## src/rtl/hit_damage_tracker.sv

```systemverilog
// Per-frame hit sampling, health/invulnerability bookkeeping, stun pulses and
// the PLAY / KO / OVER round state machine for a two-player fighter.
module hit_damage_tracker #(
  parameter int unsigned HEALTH_MAX     = 10,
  parameter int unsigned BASIC_DMG      = 1,
  parameter int unsigned DIR_DMG        = 2,
  parameter int unsigned INVULN_FRAMES  = 16,
  parameter int unsigned KO_HOLD_FRAMES = 120
) (
  input  logic       clk,
  input  logic       rst,
  input  logic       frame_tick,
  input  logic [1:0] p1_hit_flag,
  input  logic [1:0] p2_hit_flag,
  input  logic       new_round,
  output logic [3:0] p1_health,
  output logic [3:0] p2_health,
  output logic       p1_stun_req,
  output logic       p2_stun_req,
  output logic [1:0] p1_stun_type,
  output logic [1:0] p2_stun_type,
  output logic [1:0] game_state,
  output logic [1:0] winner,
  output logic       freeze
);

  localparam int unsigned HW = 4;
  localparam int unsigned IW = 6;
  localparam int unsigned KW = 8;
  localparam int unsigned FW = 2;

  typedef enum logic [1:0] {
    ST_PLAY = 2'b00,
    ST_KO   = 2'b01,
    ST_OVER = 2'b10
  } state_e;

  state_e                   state_q, state_d;
  logic [KW-1:0]            ko_cnt_q, ko_cnt_d;
  logic [1:0][HW-1:0]       health_q, health_d;
  logic [1:0][IW-1:0]       invuln_q, invuln_d;
  logic [1:0]               stun_q, stun_d;
  logic [1:0][FW-1:0]       stype_q, stype_d;
  logic [1:0]               winner_q, winner_d;
  logic                     freeze_q, freeze_d;
  logic [1:0][FW-1:0]       flag_c;
  logic [1:0]               accept_c;
  logic                     ko_entry_c;

  assign flag_c[0] = p1_hit_flag;
  assign flag_c[1] = p2_hit_flag;

  // Health minus the damage for this hit type, clamped at zero.
  function automatic logic [HW-1:0] sat_sub(input logic [HW-1:0] h, input logic [FW-1:0] f);
    int unsigned d;
    d = (f == 2'b01) ? BASIC_DMG : DIR_DMG;
    if (32'(h) > d) return h - HW'(d);
    return '0;
  endfunction

  // State register and all output registers.
  always_ff @(posedge clk) begin
    if (rst) begin
      state_q  <= ST_PLAY;
      ko_cnt_q <= '0;
      health_q <= {2{HW'(HEALTH_MAX)}};
      invuln_q <= '0;
      stun_q   <= '0;
      stype_q  <= '0;
      winner_q <= '0;
      freeze_q <= 1'b0;
    end else begin
      state_q  <= state_d;
      ko_cnt_q <= ko_cnt_d;
      health_q <= health_d;
      invuln_q <= invuln_d;
      stun_q   <= stun_d;
      stype_q  <= stype_d;
      winner_q <= winner_d;
      freeze_q <= freeze_d;
    end
  end

  // Next-state logic: KO entry comes from post-damage health.
  always_comb begin
    state_d  = state_q;
    ko_cnt_d = ko_cnt_q;
    case (state_q)
      ST_PLAY: begin
        if (ko_entry_c) begin
          state_d  = ST_KO;
          ko_cnt_d = KW'(KO_HOLD_FRAMES);
        end
      end
      ST_KO: begin
        if (frame_tick) begin
          if (ko_cnt_q == KW'(1)) state_d = ST_OVER;
          else ko_cnt_d = ko_cnt_q - KW'(1);
        end
      end
      ST_OVER: begin
        if (new_round) begin
          state_d  = ST_PLAY;
          ko_cnt_d = '0;
        end
      end
      default: state_d = ST_PLAY;
    endcase
  end

  // Output logic: hit acceptance, damage, invulnerability and round restart.
  always_comb begin
    health_d   = health_q;
    invuln_d   = invuln_q;
    stun_d     = '0;
    stype_d    = stype_q;
    winner_d   = winner_q;
    freeze_d   = freeze_q;
    accept_c   = '0;
    ko_entry_c = 1'b0;

    for (int i = 0; i < 2; i++) begin
      accept_c[i] = frame_tick && (state_q == ST_PLAY) &&
                    ((flag_c[i] == 2'b01) || (flag_c[i] == 2'b10)) &&
                    (invuln_q[i] == '0);
      if (accept_c[i]) begin
        health_d[i] = sat_sub(health_q[i], flag_c[i]);
        invuln_d[i] = IW'(INVULN_FRAMES);
        stun_d[i]   = 1'b1;
        stype_d[i]  = flag_c[i];
      end else if (frame_tick && (invuln_q[i] != '0)) begin
        invuln_d[i] = invuln_q[i] - IW'(1);
      end
    end

    if (frame_tick && (state_q == ST_PLAY) &&
        ((health_d[0] == '0) || (health_d[1] == '0))) begin
      ko_entry_c = 1'b1;
      // Bit 1 set when P1 fell (P2 wins), bit 0 when P2 fell; both = draw.
      winner_d   = {health_d[0] == '0, health_d[1] == '0};
      freeze_d   = 1'b1;
    end

    if ((state_q == ST_OVER) && new_round) begin
      health_d = {2{HW'(HEALTH_MAX)}};
      invuln_d = '0;
      stype_d  = '0;
      winner_d = '0;
      freeze_d = 1'b0;
    end
  end

  assign p1_health    = health_q[0];
  assign p2_health    = health_q[1];
  assign p1_stun_req  = stun_q[0];
  assign p2_stun_req  = stun_q[1];
  assign p1_stun_type = stype_q[0];
  assign p2_stun_type = stype_q[1];
  assign game_state   = state_q;
  assign winner       = winner_q;
  assign freeze       = freeze_q;

endmodule

```

## config.mk

```make
export PLATFORM = sky130hd
export DESIGN_NAME = hit_damage_tracker
export DESIGN_NICKNAME = d
export VERILOG_FILES = /design/src/rtl/hit_damage_tracker.sv
export SDC_FILE = /design/constraint.sdc
export NUM_CORES = 1
export LEC_CHECK = 0
export CORE_MARGIN = 1.5
export CORE_UTILIZATION = 55
export CTS_BUF_LIST = sky130_fd_sc_hd__clkbuf_8
export DETAILED_ROUTE_END_ITERATION = 12
export GPL_TIMING_DRIVEN = 0
export PLACE_DENSITY = 0.77
export SLEW_MARGIN = 15
export SYNTH_ARGS = -nofsm -noshare
export SYNTH_HDL_FRONTEND = slang
export SYNTH_SLANG_ARGS = --single-unit
```

## constraint.sdc

```tcl
create_clock -name clk -period 4 [get_ports clk]
set_input_delay 0.6 -clock clk [delete_from_list [all_inputs] [get_ports clk]]
set_output_delay 0.6 -clock clk [all_outputs]
set_load 0.1 [all_outputs]
```

==> results of run 1 <==
worst min-delay path, cell delays in order (launching register included):
cell	delay, ns
dfxtp_1	0.33
inv_1	0.05
a31oi_1	0.06
cell families after synthesis:
logic type,share of synthesized area
AO/OA/AOI/OAI,0.135
XOR/XNOR,0.0435
adder cells (fa/ha/maj),0.116
buffers and inverters,0.0458
flip-flops,0.353
multiplexers,0.0514
AND/OR/NAND/NOR,0.255
state kept, by name (all words and copies together) (netlist names):
signal	flops
p1_stun_type	2
p2_health	4
winner	2
game_state	2
p1_health	4
p2_stun_type	2
stun_q	2
freeze	1
invuln_q	12
ko_cnt_q	8
through the flow:
| stage | power (mW) | hold WS (ns) |
|---|---|---|
| 2_1_floorplan | 1.25 | 0.455 |
| 3_3_place_gp | 1.40 | 0.461 |
| 3_5_place_dp | 1.41 | 0.470 |
| 4_1_cts | 1.68 | 0.480 |
| 5_1_grt | 1.80 | 0.516 |
| 6_report | 1.67 | 0.479 |
worst max-delay path by stage:
stage                               endpoint  slack, ns  cells past startpoint
detailed placement  ko_cnt_q[7]$_SDFFE_PP0P_      -0.02                     14
CTS                 ko_cnt_q[7]$_SDFFE_PP0P_       0.31                     14
global route        ko_cnt_q[2]$_SDFFE_PP0P_       0.01                     14
finish              ko_cnt_q[7]$_SDFFE_PP0P_       0.28                     14
global placement    ko_cnt_q[7]$_SDFFE_PP0P_      0.009                     14
floorplan           ko_cnt_q[7]$_SDFFE_PP0P_       0.47                     12
area by class of cell:
| type | instances | share of cell area |
|---|---|---|
| multi-input cells | 192 | 0.509 |
| flip-flops and latches | 39 | 0.298 |
| repair buffers | 26 | 0.0994 |
| inverters | 19 | 0.0272 |
| clock buffers | 5 | 0.0263 |
| well taps | 48 | 0.0229 |
| plain buffers | 6 | 0.0115 |
| clock inverters | 3 | 0.00573 |
routing by layer:
metal,wire length [um],vias up,global-route usage
li1,-,974,-
met2,1980,37,0.366
met1,2210,879,0.302
met3,145,7,0.0439
met5,0,-,0
met4,74,0,0.110
cell usage in the layout (no fill, tap or decap), types with 4 or more instances in the layout:
cell type        Yosys  layout
mux2i_1              8       8
xnor2_1              4       4
clkbuf_1             4       4
clkdlybuf4s50_1      0      26
or4_1                4       4
nor2_1              35      35
xor2_1               7       7
a31oi_1              5       5
nand3_1              9       9
a21oi_1             14      14
nand2_1             28      28
ha_1                19      19
inv_1               19      19
nand4_1              4       4
o211ai_1             4       4
nor3_1               5       5
clkbuf_8             0       5
dfxtp_1             39      39
power groups by stage:
stage                     Sequential (mW)  Combinational (mW)  Clock (mW)
after floorplan                     0.740               0.507           0
after global placement              0.586               0.816           0
after detailed placement            0.588               0.827           0
after CTS                           0.579               0.833       0.267
after global routing                0.593               0.919       0.286
final                               0.578               0.828       0.262
==> results.sh, run 1 <==
export IMPL_placed_area_um2=2530
export IMPL_ys_warn_count=0
export IMPL_path_clk_slew_ns=0.08
export IMPL_critPathSlowestCell="or4_1"
export IMPL_cts_max_level=2
export IMPL_min_period_ns=3.72
export IMPL_yosysTopAreaCell="dfxtp_1"
export IMPL_initial_core_util=0.587
export IMPL_final_cell_area_um2=2620
export IMPL_final_core_utilization=0.694
export IMPL_preCtsSetupSlack_ns=-0.0163
export IMPL_drc_errors=0
export IMPL_path_class="input pin to flop"
export IMPL_instances_no_fill=338
export IMPL_postRouteAntennaNets=0
export IMPL_power_density_nw_per_um2=637
export IMPL_slew_viol_final=0
export IMPL_post_cts_setup_buffer_count=0
export IMPL_yosysSeqAreaShare=0.353
export IMPL_synth_cells=256
export IMPL_fillers=325
export IMPL_routabilityCongestion=0.873
export IMPL_internal_power_mw=0.915
export IMPL_syn_area_um2=2210
export IMPL_via_per_inst=5.61
export IMPL_synth_common_cells="39 x dfxtp_1, 35 x nor2_1, 28 x nand2_1"
export IMPL_avgSynthCellArea_um2=8.65
export IMPL_dp_cells=330
export IMPL_critPathCaptureType="flop"
export IMPL_setup_viol=0
export IMPL_ys_types=51
export IMPL_cts_path_max_buffers=2
export IMPL_period_share=0.929
export IMPL_start_kind="input pin"
export IMPL_synth_edf_count=0
export IMPL_setup_slack_ns=0.285
export IMPL_path_delay_family="compound AO/OA/AOI/OAI gates"
export IMPL_seq_area_um2=781
export IMPL_antenna_found_initial=0
export IMPL_first_iter_violations=75
export IMPL_ys_async_sr_fraction=0
export IMPL_grt_setup_unrepaired="no"
export IMPL_ctsResizeCount=0
export IMPL_r2r_start="p2_health[0]$_SDFF_PP0_"
export IMPL_clock_sinks=39
export IMPL_core_area_um2=3770
export IMPL_diodes=0
export IMPL_reg2reg_to="ko_cnt_q[7]$_SDFFE_PP0P_"
export IMPL_crit_chain="clkdlybuf4s50_1 > inv_1 > ha_1 > ha_1 > inv_1 > fa_1 > o21a_1 > a311o_1 > o21ai_0 > nand3_1 > o211ai_2 > nand3_2 > or4_1 > a31oi_1"
export IMPL_critPathRequiredTime_ns=4.23
export IMPL_combPwrFrac=0.496
export IMPL_fmax_ghz=0.269
export IMPL_max_stage_delay_ns=0.52
export IMPL_fin_skew_ns=0.00637
export IMPL_hpwl_um=3380
export IMPL_power_frac_seq=0.347
export IMPL_cp_max_fo=5
export IMPL_insertion_delay_ns=0.30
export IMPL_p_switching_mw=0.753
export IMPL_gr_usage_all_layers=0.231
export IMPL_routed_via_count=1897
export IMPL_drtPass1Iterations=4
export IMPL_startpoint="p2_hit_flag[1]"
export IMPL_crit_buf_inv=3
export IMPL_grt_max_degree=13
export IMPL_grt_pass1_vias=1737
export IMPL_die_w_um=66.5
export IMPL_p_leak_nw=1.10
export IMPL_cts_buffers=5
export IMPL_p_sw_frac=0.451
export IMPL_overflow=0
export IMPL_syn2layout_area_growth_pct=18.2
export IMPL_tightest_slew_ns=0.971
export IMPL_final_hold_viol_count=0
export IMPL_portBuffers=26
export IMPL_syn_nets=284
export IMPL_root_buffer="clkbuf_8"
export IMPL_holdCritStartpoint="freeze$_SDFFE_PP0P_"
export IMPL_synth_top_area_share=0.353
export IMPL_avgRoutedWirePerCell_um=13.0
export IMPL_power_share_clock=0.157
export IMPL_drive_gt1_frac=0.0655
export IMPL_yosys_top_cells_area="dfxtp_1 35%, ha_1 11%, nor2_1 5.9%"
export IMPL_slew_limit_headroom=0.350
export IMPL_die_h_um=66.5
export IMPL_fp_row_count=22
export IMPL_synthFlopType="dfxtp_1"
export IMPL_multi_input_area_um2=1330
export IMPL_hold_buffers=0
export IMPL_grt_pass1_wl_um=7710
export IMPL_die_area_um2=4420
export IMPL_critical_path_arrival_ns=3.94
export IMPL_hold_path_class="flop to flop"
export IMPL_cts_tree="built"
export IMPL_hold_end="freeze$_SDFFE_PP0P_"
export IMPL_cap_violations=0
export IMPL_reg2regPathDepth=12
export IMPL_io_pins=27
export IMPL_reg2reg_slack_ns=0.87
export IMPL_status="finished, final reports clean"
export IMPL_vdd_drop_max_v=0.000367
export IMPL_min_path_cells=2
export IMPL_fin_nets=317
export IMPL_ys_ff_latch=39
export IMPL_wl_um=4410
export IMPL_finalSetupTns_ns=0
export IMPL_synth_most_common_cell="dfxtp_1"
No activity file was read; power rests on OpenSTA's default activity.
==> run 2: changes to the inputs <==
Settings changed: CAP_MARGIN set to 0.
==> results of run 2 <==
The final DEF is identical to that of run 1; final timing and power are the same.
==> run 3: changes to the inputs <==
Settings changed: SLEW_MARGIN 15 to not set.
==> results of run 3 <==
The final DEF is identical to that of run 1; final timing and power are the same.
